--- config.mk ---
export PLATFORM = sky130hd
export DESIGN_NAME = accu_alu_param_flat
export DESIGN_NICKNAME = d
export VERILOG_FILES = /design/src/rtl/accu_alu_param_if.sv /design/src/rtl/accu_alu_param.sv /design/src/flat_wrapper.sv
export SDC_FILE = /design/constraint.sdc
export NUM_CORES = 1
export LEC_CHECK = 0
export CAP_MARGIN = 20
export CORE_MARGIN = 3
export CORE_UTILIZATION = 45
export DETAILED_ROUTE_END_ITERATION = 16
export GPL_TIMING_DRIVEN = 0
export PLACE_DENSITY_LB_ADDON = 0.15
export SLEW_MARGIN = 5
export SYNTH_ARGS = -nofsm -noshare
export SYNTH_HDL_FRONTEND = slang
export SYNTH_SLANG_ARGS = --single-unit
--- constraint.sdc ---
create_clock -name clk -period 3.69 [get_ports clk]
set_input_delay 0.738 -clock clk [delete_from_list [all_inputs] [get_ports clk]]
set_output_delay 0.738 -clock clk [all_outputs]
set_load 0.005 [all_outputs]
--- src/rtl/accu_alu_param_if.sv ---
// ---------------------------------------------------------------------------
// accu_alu_param_if
//   Command/result bundle for the accumulator ALU core.
//   master : command source (drives data_in, opcode, cin, load, ce)
//   slave  : ALU core       (drives cout, data_out, busy, done)
//   Signals:
//     data_in  [DATA_W]   load data
//     opcode   [SEL_W+4]  {sel, op}
//     cin                 carry/borrow/shift-in bit
//     load                write data_in to the selected register
//     ce                  command strobe
//     cout                registered carry/shift-out flag
//     data_out [DATA_W]   accumulator contents
//     busy                multi-cycle op in progress
//     done                one-cycle completion pulse
// ---------------------------------------------------------------------------
interface accu_alu_param_if #(
  parameter int DATA_W = 8,
  parameter int SEL_W  = 3
);
  logic [DATA_W-1:0]  data_in;
  logic [SEL_W+3:0]   opcode;
  logic               cin;
  logic               load;
  logic               ce;
  logic               cout;
  logic [DATA_W-1:0]  data_out;
  logic               busy;
  logic               done;

  modport master (
    output data_in, opcode, cin, load, ce,
    input  cout, data_out, busy, done
  );

  modport slave (
    input  data_in, opcode, cin, load, ce,
    output cout, data_out, busy, done
  );
endinterface

--- src/rtl/accu_alu_param.sv ---
// ---------------------------------------------------------------------------
// accu_alu_param
//   Parametrised accumulator ALU core. One accumulator plus NREG general
//   registers; one command per strobed clock, result always lands in the
//   accumulator which drives data_out.
//   Optional feature macro: ALU_MUL_EN -- builds an unsigned shift-add
//   multiplier (op B) taking DATA_W cycles with a busy/done handshake.
//   Without it op B is a NOP and busy is tied low.
//   Ports:
//     clk  rising-edge clock
//     rst  asynchronous, active-high reset
//     bus  accu_alu_param_if.slave (data_in, opcode, cin, load, ce in;
//          cout, data_out, busy, done out)
// ---------------------------------------------------------------------------
module accu_alu_param #(
  parameter int DATA_W = 8,
  parameter int NREG   = 7,
  parameter int SEL_W  = 3
) (
  input  logic               clk,
  input  logic               rst,
  accu_alu_param_if.slave    bus
);

  typedef enum logic [3:0] {
    OP_ADD  = 4'h0, OP_SUB = 4'h1, OP_LSH = 4'h2, OP_RSH = 4'h3,
    OP_XOR  = 4'h4, OP_CMP = 4'h5, OP_AND = 4'h6, OP_NAND = 4'h7,
    OP_OR   = 4'h8, OP_NOR = 4'h9, OP_CPY = 4'hA, OP_MUL  = 4'hB
  } op_e;

  logic [DATA_W-1:0] accu;
  logic [DATA_W-1:0] regs [NREG];
  logic              cout;
  logic              done;

  logic [SEL_W-1:0]  sel;
  logic [3:0]        op;
  logic [DATA_W-1:0] operand;
  logic [DATA_W:0]   alu_sum;
  logic [DATA_W:0]   alu_diff;
  logic [DATA_W-1:0] alu_accu;
  logic              alu_cout;
  logic              alu_wr;

  // Multiplier hooks; tied off when the multiplier is not built.
  logic              idle;
  logic              mul_issue;
  logic              mul_finish;
  logic [DATA_W-1:0] mul_lo;
  logic              mul_hi_nz;

  assign sel = bus.opcode[SEL_W+3:4];
  assign op  = bus.opcode[3:0];

  // Operand select: 0 is the accumulator, 1..NREG the register file,
  // anything above reads as zero.
  always_comb begin
    operand = '0;
    if (sel == '0) operand = accu;
    for (int i = 0; i < NREG; i++)
      if (int'(sel) == i + 1) operand = regs[i];
  end

  assign alu_sum  = {1'b0, accu} + {1'b0, operand} + {{DATA_W{1'b0}}, bus.cin};
  // Top bit of the (DATA_W+1)-bit difference is the borrow.
  assign alu_diff = {1'b0, accu} - {1'b0, operand} - {{DATA_W{1'b0}}, bus.cin};

  // NOTE: every output of a combinational block is given a default before the
  // case so that no path leaves it unassigned, which would infer a latch.
  always_comb begin
    alu_accu = accu;
    alu_cout = 1'b0;
    alu_wr   = 1'b1;
    case (op)
      OP_ADD:  {alu_cout, alu_accu} = alu_sum;
      OP_SUB:  {alu_cout, alu_accu} = alu_diff;
      OP_LSH:  begin alu_accu = {accu[DATA_W-2:0], bus.cin}; alu_cout = accu[DATA_W-1]; end
      OP_RSH:  begin alu_accu = {bus.cin, accu[DATA_W-1:1]}; alu_cout = accu[0]; end
      OP_XOR:  alu_accu = accu ^ operand;
      OP_AND:  alu_accu = accu & operand;
      OP_NAND: alu_accu = ~(accu & operand);
      OP_OR:   alu_accu = accu | operand;
      OP_NOR:  alu_accu = ~(accu | operand);
      OP_CMP:  begin
        if (accu == operand)     alu_accu = DATA_W'(1);
        else if (accu > operand) alu_accu = DATA_W'(2);
        else                     alu_accu = DATA_W'(3);
      end
      OP_CPY:  alu_accu = operand;
      default: alu_wr = 1'b0;   // MUL handled separately; C..F are NOPs
    endcase
  end

  // NOTE: clocked state uses non-blocking assignments so every register
  // samples pre-edge values regardless of statement order.
  // NOTE: the register file is reset along with the accumulator because a
  // defined post-reset value is part of the block's contract.
  always_ff @(posedge clk or posedge rst) begin
    if (rst) begin
      accu <= '0;
      cout <= 1'b0;
      done <= 1'b0;
      for (int i = 0; i < NREG; i++) regs[i] <= '0;
    end else begin
      done <= 1'b0;
      if (mul_finish) begin
        accu <= mul_lo;
        cout <= mul_hi_nz;
        done <= 1'b1;
      end else if (idle && bus.ce) begin
        // A MUL issue completes later, so it does not pulse done here.
        done <= !mul_issue;
        if (bus.load) begin
          if (sel == '0) accu <= bus.data_in;
          for (int i = 0; i < NREG; i++)
            if (int'(sel) == i + 1) regs[i] <= bus.data_in;
        end else if (alu_wr) begin
          accu <= alu_accu;
          cout <= alu_cout;
        end
      end
    end
  end

`ifdef ALU_MUL_EN
  localparam int CNT_W = $clog2(DATA_W);
  localparam logic [CNT_W-1:0] LAST = CNT_W'(DATA_W - 1);

  typedef enum logic {S_IDLE, S_MUL} state_e;
  state_e state, state_nxt;

  logic [2*DATA_W-1:0] prod, prod_next;
  logic [DATA_W-1:0]   mcand;
  logic [CNT_W-1:0]    cnt;
  logic [DATA_W:0]     psum;

  assign idle       = (state == S_IDLE);
  assign mul_issue  = idle && bus.ce && !bus.load && (op == OP_MUL);
  assign mul_finish = (state == S_MUL) && (cnt == LAST);

  always_ff @(posedge clk or posedge rst) begin
    if (rst) state <= S_IDLE;
    else     state <= state_nxt;
  end

  always_comb begin
    state_nxt = state;
    case (state)
      S_IDLE: if (mul_issue)  state_nxt = S_MUL;
      S_MUL:  if (mul_finish) state_nxt = S_IDLE;
      default: state_nxt = S_IDLE;
    endcase
  end

  // One shift-add step: the multiplier sits in the low half and is consumed
  // LSB first while partial sums accumulate into the high half.
  assign psum      = {1'b0, prod[2*DATA_W-1:DATA_W]} + (prod[0] ? {1'b0, mcand} : '0);
  assign prod_next = {psum, prod[DATA_W-1:1]};
  assign mul_lo    = prod_next[DATA_W-1:0];
  assign mul_hi_nz = |prod_next[2*DATA_W-1:DATA_W];

  always_ff @(posedge clk or posedge rst) begin
    if (rst) begin
      prod  <= '0;
      mcand <= '0;
      cnt   <= '0;
    end else if (mul_issue) begin
      mcand <= accu;
      prod  <= {{DATA_W{1'b0}}, operand};
      cnt   <= '0;
    end else if (state == S_MUL) begin
      prod  <= prod_next;
      cnt   <= cnt + 1'b1;
    end
  end

  assign bus.busy = (state == S_MUL);
`else
  assign idle       = 1'b1;
  assign mul_issue  = 1'b0;
  assign mul_finish = 1'b0;
  assign mul_lo     = '0;
  assign mul_hi_nz  = 1'b0;
  assign bus.busy   = 1'b0;
`endif

  assign bus.data_out = accu;
  assign bus.cout     = cout;
  assign bus.done     = done;

endmodule

--- src/flat_wrapper.sv ---
// flat-port wrapper written by rule: the top's interface ports become plain ports
module accu_alu_param_flat 
#(
  parameter int DATA_W = 8,
  parameter int NREG   = 7,
  parameter int SEL_W  = 3
)
  (clk, rst, bus_data_in, bus_opcode, bus_cin, bus_load, bus_ce, bus_cout, bus_data_out, bus_busy, bus_done);
  accu_alu_param_if #(.DATA_W(DATA_W), .SEL_W(SEL_W)) bus_i ();
  input  logic clk;
  input  logic rst;
  input wire logic [$bits(bus_i.data_in)-1:0] bus_data_in;
  input wire logic [$bits(bus_i.opcode)-1:0] bus_opcode;
  input wire logic [$bits(bus_i.cin)-1:0] bus_cin;
  input wire logic [$bits(bus_i.load)-1:0] bus_load;
  input wire logic [$bits(bus_i.ce)-1:0] bus_ce;
  output wire logic [$bits(bus_i.cout)-1:0] bus_cout;
  output wire logic [$bits(bus_i.data_out)-1:0] bus_data_out;
  output wire logic [$bits(bus_i.busy)-1:0] bus_busy;
  output wire logic [$bits(bus_i.done)-1:0] bus_done;
  assign bus_i.data_in = bus_data_in;
  assign bus_i.opcode = bus_opcode;
  assign bus_i.cin = bus_cin;
  assign bus_i.load = bus_load;
  assign bus_i.ce = bus_ce;
  assign bus_cout = bus_i.cout;
  assign bus_data_out = bus_i.data_out;
  assign bus_busy = bus_i.busy;
  assign bus_done = bus_i.done;
  accu_alu_param #(.DATA_W(DATA_W), .NREG(NREG), .SEL_W(SEL_W)) u_core (.clk(clk), .rst(rst), .bus(bus_i));
endmodule
# Word-level counts from Yosys, hierarchy flattened
# Index checks and enable logic that the tools add are counted.
dict set report word_totals {
  word_cells 71
  regBits 66
  in_bits 20
  output_inout_bits 11
}
dict set report classes {
  reduce_logical 14
  bitwise_logic 6
  add_sub_neg 4
  eq_ne 19
  order_cmp 1
  muxes 17
}
# op n
set ops {}
lappend ops {{8-bit two-way mux} 12}
lappend ops {{8-bit case mux with 11 select lines} 1}
lappend ops {{3-bit AND reduction} 8}
lappend ops {{4-bit by 3-bit == test with 1-bit output, second input constant} 4}
lappend ops {{8-bit inverter} 2}
lappend ops {{3-bit == test, second input constant} 4}
lappend ops {{4-bit == test, second input constant} 3}
lappend ops {{12-bit nonzero test} 1}
lappend ops {{11-bit OR reduction} 1}
lappend ops {{8-bit by 8-bit adder with 9-bit output} 1}
lappend ops {{9-bit by 1-bit adder with 9-bit output} 1}
lappend ops {{8-bit by 8-bit subtractor with 9-bit output} 1}
lappend ops {{9-bit by 1-bit subtractor with 9-bit output} 1}
lappend ops {{8-bit AND} 1}
lappend ops {{4-bit by 2-bit == test with 1-bit output, second input constant} 2}
lappend ops {{8-bit == test} 1}
lappend ops {{8-bit > comparator} 1}
lappend ops {{8-bit bitwise OR} 1}
lappend ops {{8-bit XOR} 1}
lappend ops {{3-bit by 2-bit == test with 1-bit output, second input constant} 2}
lappend ops {{4-bit by 1-bit == test with 1-bit output, second input constant} 1}
lappend ops {{4-bit zero test} 1}
lappend ops {{1-bit case mux with 4 select lines} 1}
lappend ops {{4-bit AND reduction} 1}
lappend ops {{other kinds (6)} 8}

# Depth between registers and ports, before layout
# Gate-level depths: netlist of the first run.
dict set report depth {
  word_depth 15
  depth_mapped 18
  depth_no_buf 14
}

# Least setup slack after synthesis of the first run
# Ideal clock, no wire load.
dict set report synth_timing {
  path_type {input port to flip-flop}
  startpoint {input port bus_opcode[4]}
  endpoint {register u_core.cout, in the netlist u_core.bus.cout}
  setup_ps 116
  cell_stages 16
  n_path_buf 4
  setup_slack_ps -137
  t_required_ps 3574
  arrival_time_ps 3711
  cell_sequence {buf_6 buf_4 buf_4 buf_4 a21oi_1 nor2_1 o21ai_0 nand2_1 fa_1 fa_1 a21bo_2 a211oi_1 a21o_1 a21oi_1 xnor2_1 o311ai_0}
}
dict set report synth_via {
  elab_chain_cells 12
  word_cells_on_any_way 21
  classes_between {add/sub (4); eq/ne (7); mux (9); reduce/logical (1)}
}
# element line
set synth_lines {}
lappend synth_lines {{start: declaration} flat_wrapper.sv:13} ;# input wire logic [$bits(bus_i.opcode)-1:0] bus_opcode;
lappend synth_lines {{3-bit zero test} accu_alu_param.sv:59} ;# if (sel == '0) operand = accu;
lappend synth_lines {{8-bit two-way mux} accu_alu_param.sv:59}
lappend synth_lines {{8-bit two-way mux (6 in series)} accu_alu_param.sv:61} ;# if (int'(sel) == i + 1) operand = regs[i];
lappend synth_lines {{8-bit two-way mux (*)} accu_alu_param.sv:61}
lappend synth_lines {{8-bit by 8-bit subtractor with 9-bit output or 8-bit by 8-bit adder with 9-bit output (tied branches)} {accu_alu_param.sv:66, accu_alu_param.sv:64}}
lappend synth_lines {{9-bit by 1-bit subtractor with 9-bit output or 9-bit by 1-bit adder with 9-bit output (tied branches)} {accu_alu_param.sv:66, accu_alu_param.sv:64}}
lappend synth_lines {{1-bit case mux with 4 select lines (*)} accu_alu_param.sv:74} ;# case (op)
lappend synth_lines {{end signal: assignment} accu_alu_param.sv:108} ;# cout <= mul_hi_nz;
lappend synth_lines {{end signal: assignment} accu_alu_param.sv:119} ;# cout <= alu_cout;
lappend synth_lines {{end: declaration} accu_alu_param.sv:33} ;# logic cout;
# Mark *: on every way between the ends. The rest lies on a longest branch, timed or not.
# A chain may end at the register's enable or synchronous reset.

# Worst setup path after layout of the first run
dict set report layout_timing {
  startpoint {input port bus_opcode[6]}
  endpoint {register u_core.accu[0], in the netlist u_core.bus.data_out[0]}
}
dict set report layout_via {
  elab_chain_cells 15
  word_cells_on_any_way 34
  classes_between {add/sub (4); order compare (1); eq/ne (9); mux (13); bitwise (5); reduce/logical (2)}
}
# element line
set layout_lines {}
lappend layout_lines {{parallel branches: the longest is 15 deep, another holds 8-bit by 8-bit subtractor with 9-bit output} n/a}
lappend layout_lines {{end signal: assignment} accu_alu_param.sv:107} ;# accu <= mul_lo;
lappend layout_lines {{end signal: assignment} accu_alu_param.sv:114} ;# if (sel == '0) accu <= bus.data_in;
lappend layout_lines {{end signal: assignment} accu_alu_param.sv:118} ;# accu <= alu_accu;
lappend layout_lines {{end: declaration} accu_alu_param.sv:31} ;# logic [DATA_W-1:0] accu;
# Parallel ways; which one is timed is not known. The select of a mux whose other input is x is not followed.

==> results.json, run 1 <==
{
  "grt_antenna_before_repair": 0,
  "slowest_stage": "clkdlybuf4s15_2",
  "vdd_drop_max_uv": 386,
  "grt_max_degree": 67,
  "n_antenna_cell": 0,
  "crit_arrival_ns": 3.83,
  "drc": 0,
  "cts-root-buf": "clkbuf_16",
  "grt_pass1_wl_um": 24400,
  "cts_tree": "done",
  "cp-start-kind": "input pin",
  "worst_ep_required_time_ns": 3.95,
  "setup_ws_ns": 0.122,
  "insertion_delay_ns": 0.33,
  "synth_area_um2": 5090,
  "synth_seq_area_share_pct": 32.5,
  "port_buffers": 27,
  "final_cell_area_um2": 6180,
  "path_class": "input pin to flop",
  "worst_slew_pin_slew_ns": 0.934,
  "rr_worst_depth": 11,
  "drt.antenna.violating_nets": 0,
  "slew_headroom_pct": 37.5,
  "die_area_um2": 12600,
  "synthDistinctLibCells": 62,
  "synth_warnings": 0,
  "min_path_type": "flop to flop",
  "drive_gt1_share_pct": 26.4,
  "synth_fp_nets": 590,
  "outcome": "finished, final reports clean",
  "synth_async_sr_flop_share_pct": 100,
  "regToRegEndpoint": "u_core.bus.data_out[5]$_DFFE_PP0P_",
  "die_h_um": 112,
  "wl_per_cell_um": 21.1,
  "r2r-start": "u_core.bus.data_out[4]$_DFFE_PP0P_",
  "wl_met2_um": 7530,
  "final_nets": 649,
  "synthMostInstantiatedCell": "dfrtp_1",
  "synth.avg_cell_area_um2": 9.62,
  "synth_commonest_cells": "66 x dfrtp_1, 55 x mux2_2, 38 x nor2_1",
  "grt_pass1_vias": 4493,
  "drt_iter0_drc": 223,
  "hold_depth": 2,
  "cp-end-kind": "flop",
  "ys_seq_elements": 66,
  "vias_per_cell": 6.04,
  "floorplan.core_area_um2": 10900,
  "wl_met1_um": 6550,
  "period_share_pct": 96.7,
  "hp-start": "u_core.regs[2]$_DFFE_PP0P_",
  "num_rows": 38,
  "via_count": 4412,
  "final_max_slew_viol_count": 0,
  "finalHoldViolCount": 0,
  "area.growth.synth_to_final_pct": 21.5,
  "fin_skew_ns": 0.00404,
  "yosys_most_used_dff": "dfrtp_1",
  "grt-ovfl-total": 0,
  "totalWireLength_um": 15400,
  "clkTransAtPathRegs_ns": 0.05,
  "place.detailed.hpwl_um": 11000,
  "wl_met3_um": 710,
  "setup_viol": 0,
  "p_leak_nw": 2.62,
  "dpl_cell_area_um2": 5550,
  "clkSinkCount": 66,
  "max_clock_freq_mhz": 280,
  "critPathMostFrequentCell": "buf_4",
  "dpl_worst_slack_ns": -1.39,
  "synth_top_cell_by_area": "dfrtp_1",
  "rrSetupSlack_ns": 0.21,
  "grt_usage_pct": 24.8,
  "num_io_pins": 31,
  "die_x_um": 112,
  "drtPass1Iterations": 5,
  "maxCapViolCount": 0,
  "synth_area_leaders": "dfrtp_1 32%, mux2_2 12%, ha_1 9.1%",
  "crit_chain": "clkdlybuf4s15_2 > buf_8 > buf_6 > nor3_2 > o21ai_1 > o21ai_2 > buf_4 > buf_4 > buf_4 > buf_4 > buf_4 > buf_4 > buf_4 > buf_4 > buf_4 > buf_4 > buf_4 > buf_4 > buf_4 > buf_4 > buf_4 > a21oi_1 > o21ai_1 > nand4_1",
  "synth_edf_count": 0,
  "power_density_nw_per_um2": 563,
  "initial_utilization_pct": 46.5,
  "htreeDepth": 3,
  "gp_congestion": 0.934,
  "cts.hold.buffers_added": 0,
  "clockBufferDepth": 2,
  "cts_made_buffers": 9,
  "crit_path_max_incr_delay_ns": 0.27,
  "fin_util_pct": 56.5,
  "highest_layer": "met4",
  "syn_inst": 529,
  "synth_top_area_share_pct": 32.5,
  "min_period_ns": 3.57,
  "hold_path_end": "u_core.regs[2]$_DFFE_PP0P_",
  "path_max_fanout": 10
}
==> flip-flops by register name, indices dropped and copies added (netlist names) <==
register             flops
u_core.regs             56
u_core.bus.done          1
u_core.bus.data_out      8
u_core.bus.cout          1
==> layer usage <==
| metal | track usage, % | vias up |
|---|---|---|
| met3 | 3.23 | 46 |
| met5 | 0 | - |
| li1 | - | 2035 |
| met1 | 31.9 | 2177 |
| met2 | 40.6 | 154 |
| met4 | 13.7 | 0 |
==> worst max-delay path: cells and delay by family <==
family          cells  cell delay [ns]
buf+inv            18             2.44
compound gates      4             0.51
simple gates        2             0.16
==> final cells by class <==
class	instances	area [µm²]
buffer	26	181
clock buffer	10	239
clock inverter	4	20.0
fill	989	4750
inverter	38	149
multi-input combinational	398	3330
sequential	66	1650
tap	140	175
timing repair buffer	49	434
==> report_power, final <==
part           internal, mW  total (mW)  switching (mW)  leakage, nW
combinational         0.793        1.69           0.897         1.68
clock                 0.459       0.755           0.296        0.134
sequential            0.893        1.04           0.142        0.808
total                  2.15        3.48            1.33         2.62
==> cell families (layout without fill, tap and decap cells) <==
family	after synthesis	after routing	share of synthesized area, %
adder cells (fa/ha/maj)	41	41	10.7
buffers and inverters	65	127	5.41
flip-flops	66	66	32.5
AO/OA/AOI/OAI	129	129	16.7
AND/OR/NAND/NOR	135	135	13.7
XOR/XNOR	15	15	2.58
multiplexers	77	77	18.3
other	1	1	0.0737
==> metrics by stage <==
step	TNS, ns	hold slack (ns)	instances	power (mW)
6_report	0	0.487	731	3.48
5_1_grt	-0.00268	0.513	731	3.69
4_1_cts	0	0.482	726	3.35
3_5_place_dp	-9.56	0.471	696	2.45
3_3_place_gp	-9.09	0.461	696	2.42
2_1_floorplan	0	0.444	529	1.99
==> how the worst max path moves through the flow <==
stage | from | endpoint | slack, ns | depth (start not counted)
after floorplan | bus_opcode[4] | u_core.bus.cout$_DFFE_PP0P_ | 0.003 | 14
after global placement | bus_opcode[5] | u_core.bus.data_out[5]$_DFFE_PP0P_ | -1.31 | 13
after detailed placement | bus_opcode[5] | u_core.bus.data_out[5]$_DFFE_PP0P_ | -1.39 | 13
after CTS | bus_opcode[4] | u_core.bus.cout$_DFFE_PP0P_ | 0.008 | 16
after global routing | bus_opcode[4] | u_core.bus.cout$_DFFE_PP0P_ | -0.003 | 16
final | bus_opcode[6] | u_core.bus.data_out[0]$_DFFE_PP0P_ | 0.12 | 24
==> what timing repair did <==
| action | 4_1_cts | 5_1_grt |
|---|---|---|
| setup buffers | 17 | 5 |
| pin swaps | 2 | 11 |
| endpoints found under the setup margin | 9 | 7 |
| gates cloned | 0 | 0 |
| resized for setup | 30 | 33 |
==> placed cells by master, fill, tap and decap left out, types with 7 or more instances in the layout <==
cell,instances
dfrtp_1,65
mux2_2,55
nor2_1,38
inv_1,33
ha_1,33
nand2_1,32
o21ai_0,26
a21oi_1,25
clkdlybuf4s50_1,25
buf_4,24
mux2i_1,13
clkbuf_1,12
nor2b_1,12
nand3_1,10
xor2_1,9
clkbuf_16,9
nand2b_1,8
nor3_2,7
mux4_2,7
Power figures use the tool's default switching activity.
==> inputs of run 2 (changes only) <==
GPL_ROUTABILITY_DRIVEN = 1   (was default)
SLEW_MARGIN = 20   (was 5)
clock period = 2.93 ns   (was 3.69 ns; I/O delays follow)
==> results.json, run 2 (synthesis results as in run 1) <==
{
  "outcome": "complete, but fails checks",
  "violations": "negative setup slack",
  "grt_antenna_before_repair": 0,
  "die_area_um2": 12600,
  "r2r-start": "u_core.bus.data_out[3]$_DFFE_PP0P_",
  "insertion_delay_ns": 0.33,
  "maxCapViolCount": 0,
  "port_buffers": 27,
  "drc": 0,
  "area.growth.synth_to_final_pct": 30.7,
  "final_max_slew_viol_count": 0,
  "min_period_ns": 3.10,
  "largest_reg_flops": 56,
  "fin_util_pct": 60.8,
  "slowest_stage": "fa_2",
  "cts.hold.buffers_added": 0,
  "die_x_um": 112,
  "fin_skew_ns": 0.00614,
  "fin_tns_setup_ns": -0.883,
  "crit_path_max_incr_delay_ns": 0.56,
  "vias_per_cell": 6.12,
  "finalPower_mw": 4.68,
  "grt_pass1_wl_um": 25100,
  "worst_ep_required_time_ns": 3.17,
  "p_leak_nw": 2.81,
  "final_cell_mix": "63 x dfrtp_1, 54 x mux2_2, 37 x nor2_1",
  "vdd_drop_max_uv": 408,
  "setup_ws_ns": -0.174,
  "final_nets": 661,
  "place.detailed.hpwl_um": 11100,
  "initial_utilization_pct": 46.5,
  "setup_viol": 7,
  "cp-end-kind": "flop",
  "power_density_nw_per_um2": 704,
  "path_max_fanout": 8,
  "regToRegEndpoint": "u_core.bus.cout$_DFFE_PP0P_",
  "n_antenna_cell": 0,
  "max_clock_freq_mhz": 322,
  "crit_chain": "buf_12 > buf_12 > mux2i_4 > a211oi_4 > o21ai_2 > nand2_4 > inv_4 > fa_2 > ha_2 > o21ai_4 > a211oi_2 > a21oi_1 > nor4b_2 > a21oi_1 > a41oi_1",
  "clkTransAtPathRegs_ns": 0.05,
  "drive_gt1_share_pct": 32.6,
  "num_rows": 38,
  "layout_commonest_cell": "dfrtp_1",
  "clockBufferDepth": 2,
  "period_share_pct": 106,
  "crit_family": "compound AO/OA/AOI/OAI gates",
  "drtPass1Iterations": 5,
  "grt_pass1_vias": 4689,
  "grt_usage_pct": 25.2,
  "dp_cells": 697,
  "critPathBufInv": 3,
  "path_class": "input pin to flop",
  "top_register": "u_core.regs",
  "cts-root-buf": "clkbuf_16",
  "rsz0062_at_grt": "true",
  "rr_worst_depth": 12,
  "htreeDepth": 3,
  "finalHoldViolCount": 0,
  "via_count": 4563,
  "num_io_pins": 31,
  "wl_per_cell_um": 21.2,
  "gp_congestion": 0.966,
  "rrSetupSlack_ns": -0.14,
  "cts_tree": "done",
  "slew_headroom_pct": 41.6,
  "stdcell_count": 745,
  "floorplan.core_area_um2": 10900,
  "drt_iter0_drc": 336,
  "min_path_type": "input pin to async pin",
  "cts_made_buffers": 9,
  "crit_arrival_ns": 3.35,
  "worst_slew_pin_slew_ns": 0.872,
  "worst_hold_slack_ns": 0.504,
  "grt_max_degree": 59,
  "totalWireLength_um": 15800,
  "fillCellCount": 931,
  "die_h_um": 112,
  "clkSinkCount": 66,
  "drt.antenna.violating_nets": 0,
  "cp-start-kind": "input pin",
  "grt-ovfl-total": 0
}
run 2: cell types whose count changed in the layout (fill, tap and decap cells not counted), moves of 4 or more:
cell,previous run,this run
ha_2,2,6
buf_6,6,2
buf_12,1,5
ha_1,33,26
buf_4,24,31
o21ai_0,26,20
clkbuf_8,1,5
o21ai_1,2,8
buf_8,1,5
run 2: metrics by stage:
step | instance area [µm²] | setup slack [ns]
after detailed placement | 5690 | -1.55
after global placement | 5660 | -1.54
after global routing | 6650 | -0.310
final | 6650 | -0.174
after CTS | 6480 | -0.163
after floorplan | 5220 | -0.456
run 2: final cells by class:
cell class	count	area (µm²)	area share, %
Buffer	26	219	3.29
Sequential cell	66	1660	24.9
Clock buffer	15	298	4.48
Inverter	38	154	2.32
Timing Repair Buffer	61	619	9.32
Clock inverter	1	5.00	0.0753
Tap cell	140	175	2.64
Multi-Input combinational cell	398	3520	53.0
run 2: report_power, final:
part | switching (mW) | total (mW) | internal, mW
Combinational | 1.19 | 2.32 | 1.13
Clock | 0.370 | 1.06 | 0.687
Sequential | 0.181 | 1.31 | 1.13
Total | 1.74 | 4.68 | 2.94
run 2: repair_timing:
| item | in CTS | in global routing |
|---|---|---|
| setup endpoints to repair | 17 | 8 |
| gates cloned | 2 | 0 |
| pin swaps | 25 | 19 |
| setup buffers | 23 | 8 |
| gates resized for setup | 69 | 23 |
run 2: how the worst max path moves through the flow:
| stage | from | to | slack, ns | cells past startpoint |
|---|---|---|---|---|
| after floorplan | bus_opcode[4] | u_core.bus.cout$_DFFE_PP0P_ | -0.46 | 16 |
| after global placement | bus_opcode[5] | u_core.bus.data_out[7]$_DFFE_PP0P_ | -1.54 | 14 |
| after detailed placement | bus_opcode[5] | u_core.bus.data_out[7]$_DFFE_PP0P_ | -1.55 | 14 |
| after CTS | bus_opcode[4] | u_core.bus.data_out[0]$_DFFE_PP0P_ | -0.16 | 16 |
| after global routing | bus_opcode[4] | u_core.bus.data_out[0]$_DFFE_PP0P_ | -0.31 | 16 |
| final | bus_opcode[4] | u_core.bus.data_out[7]$_DFFE_PP0P_ | -0.17 | 15 |
run 2: routing by layer:
metal	routed length, µm	up-vias	GRT usage [%]
li1	-	2060	-
met1	6390	2261	31.6
met2	7920	194	42.9
met3	904	48	3.61
met4	613	0	11.9
met5	0	-	0
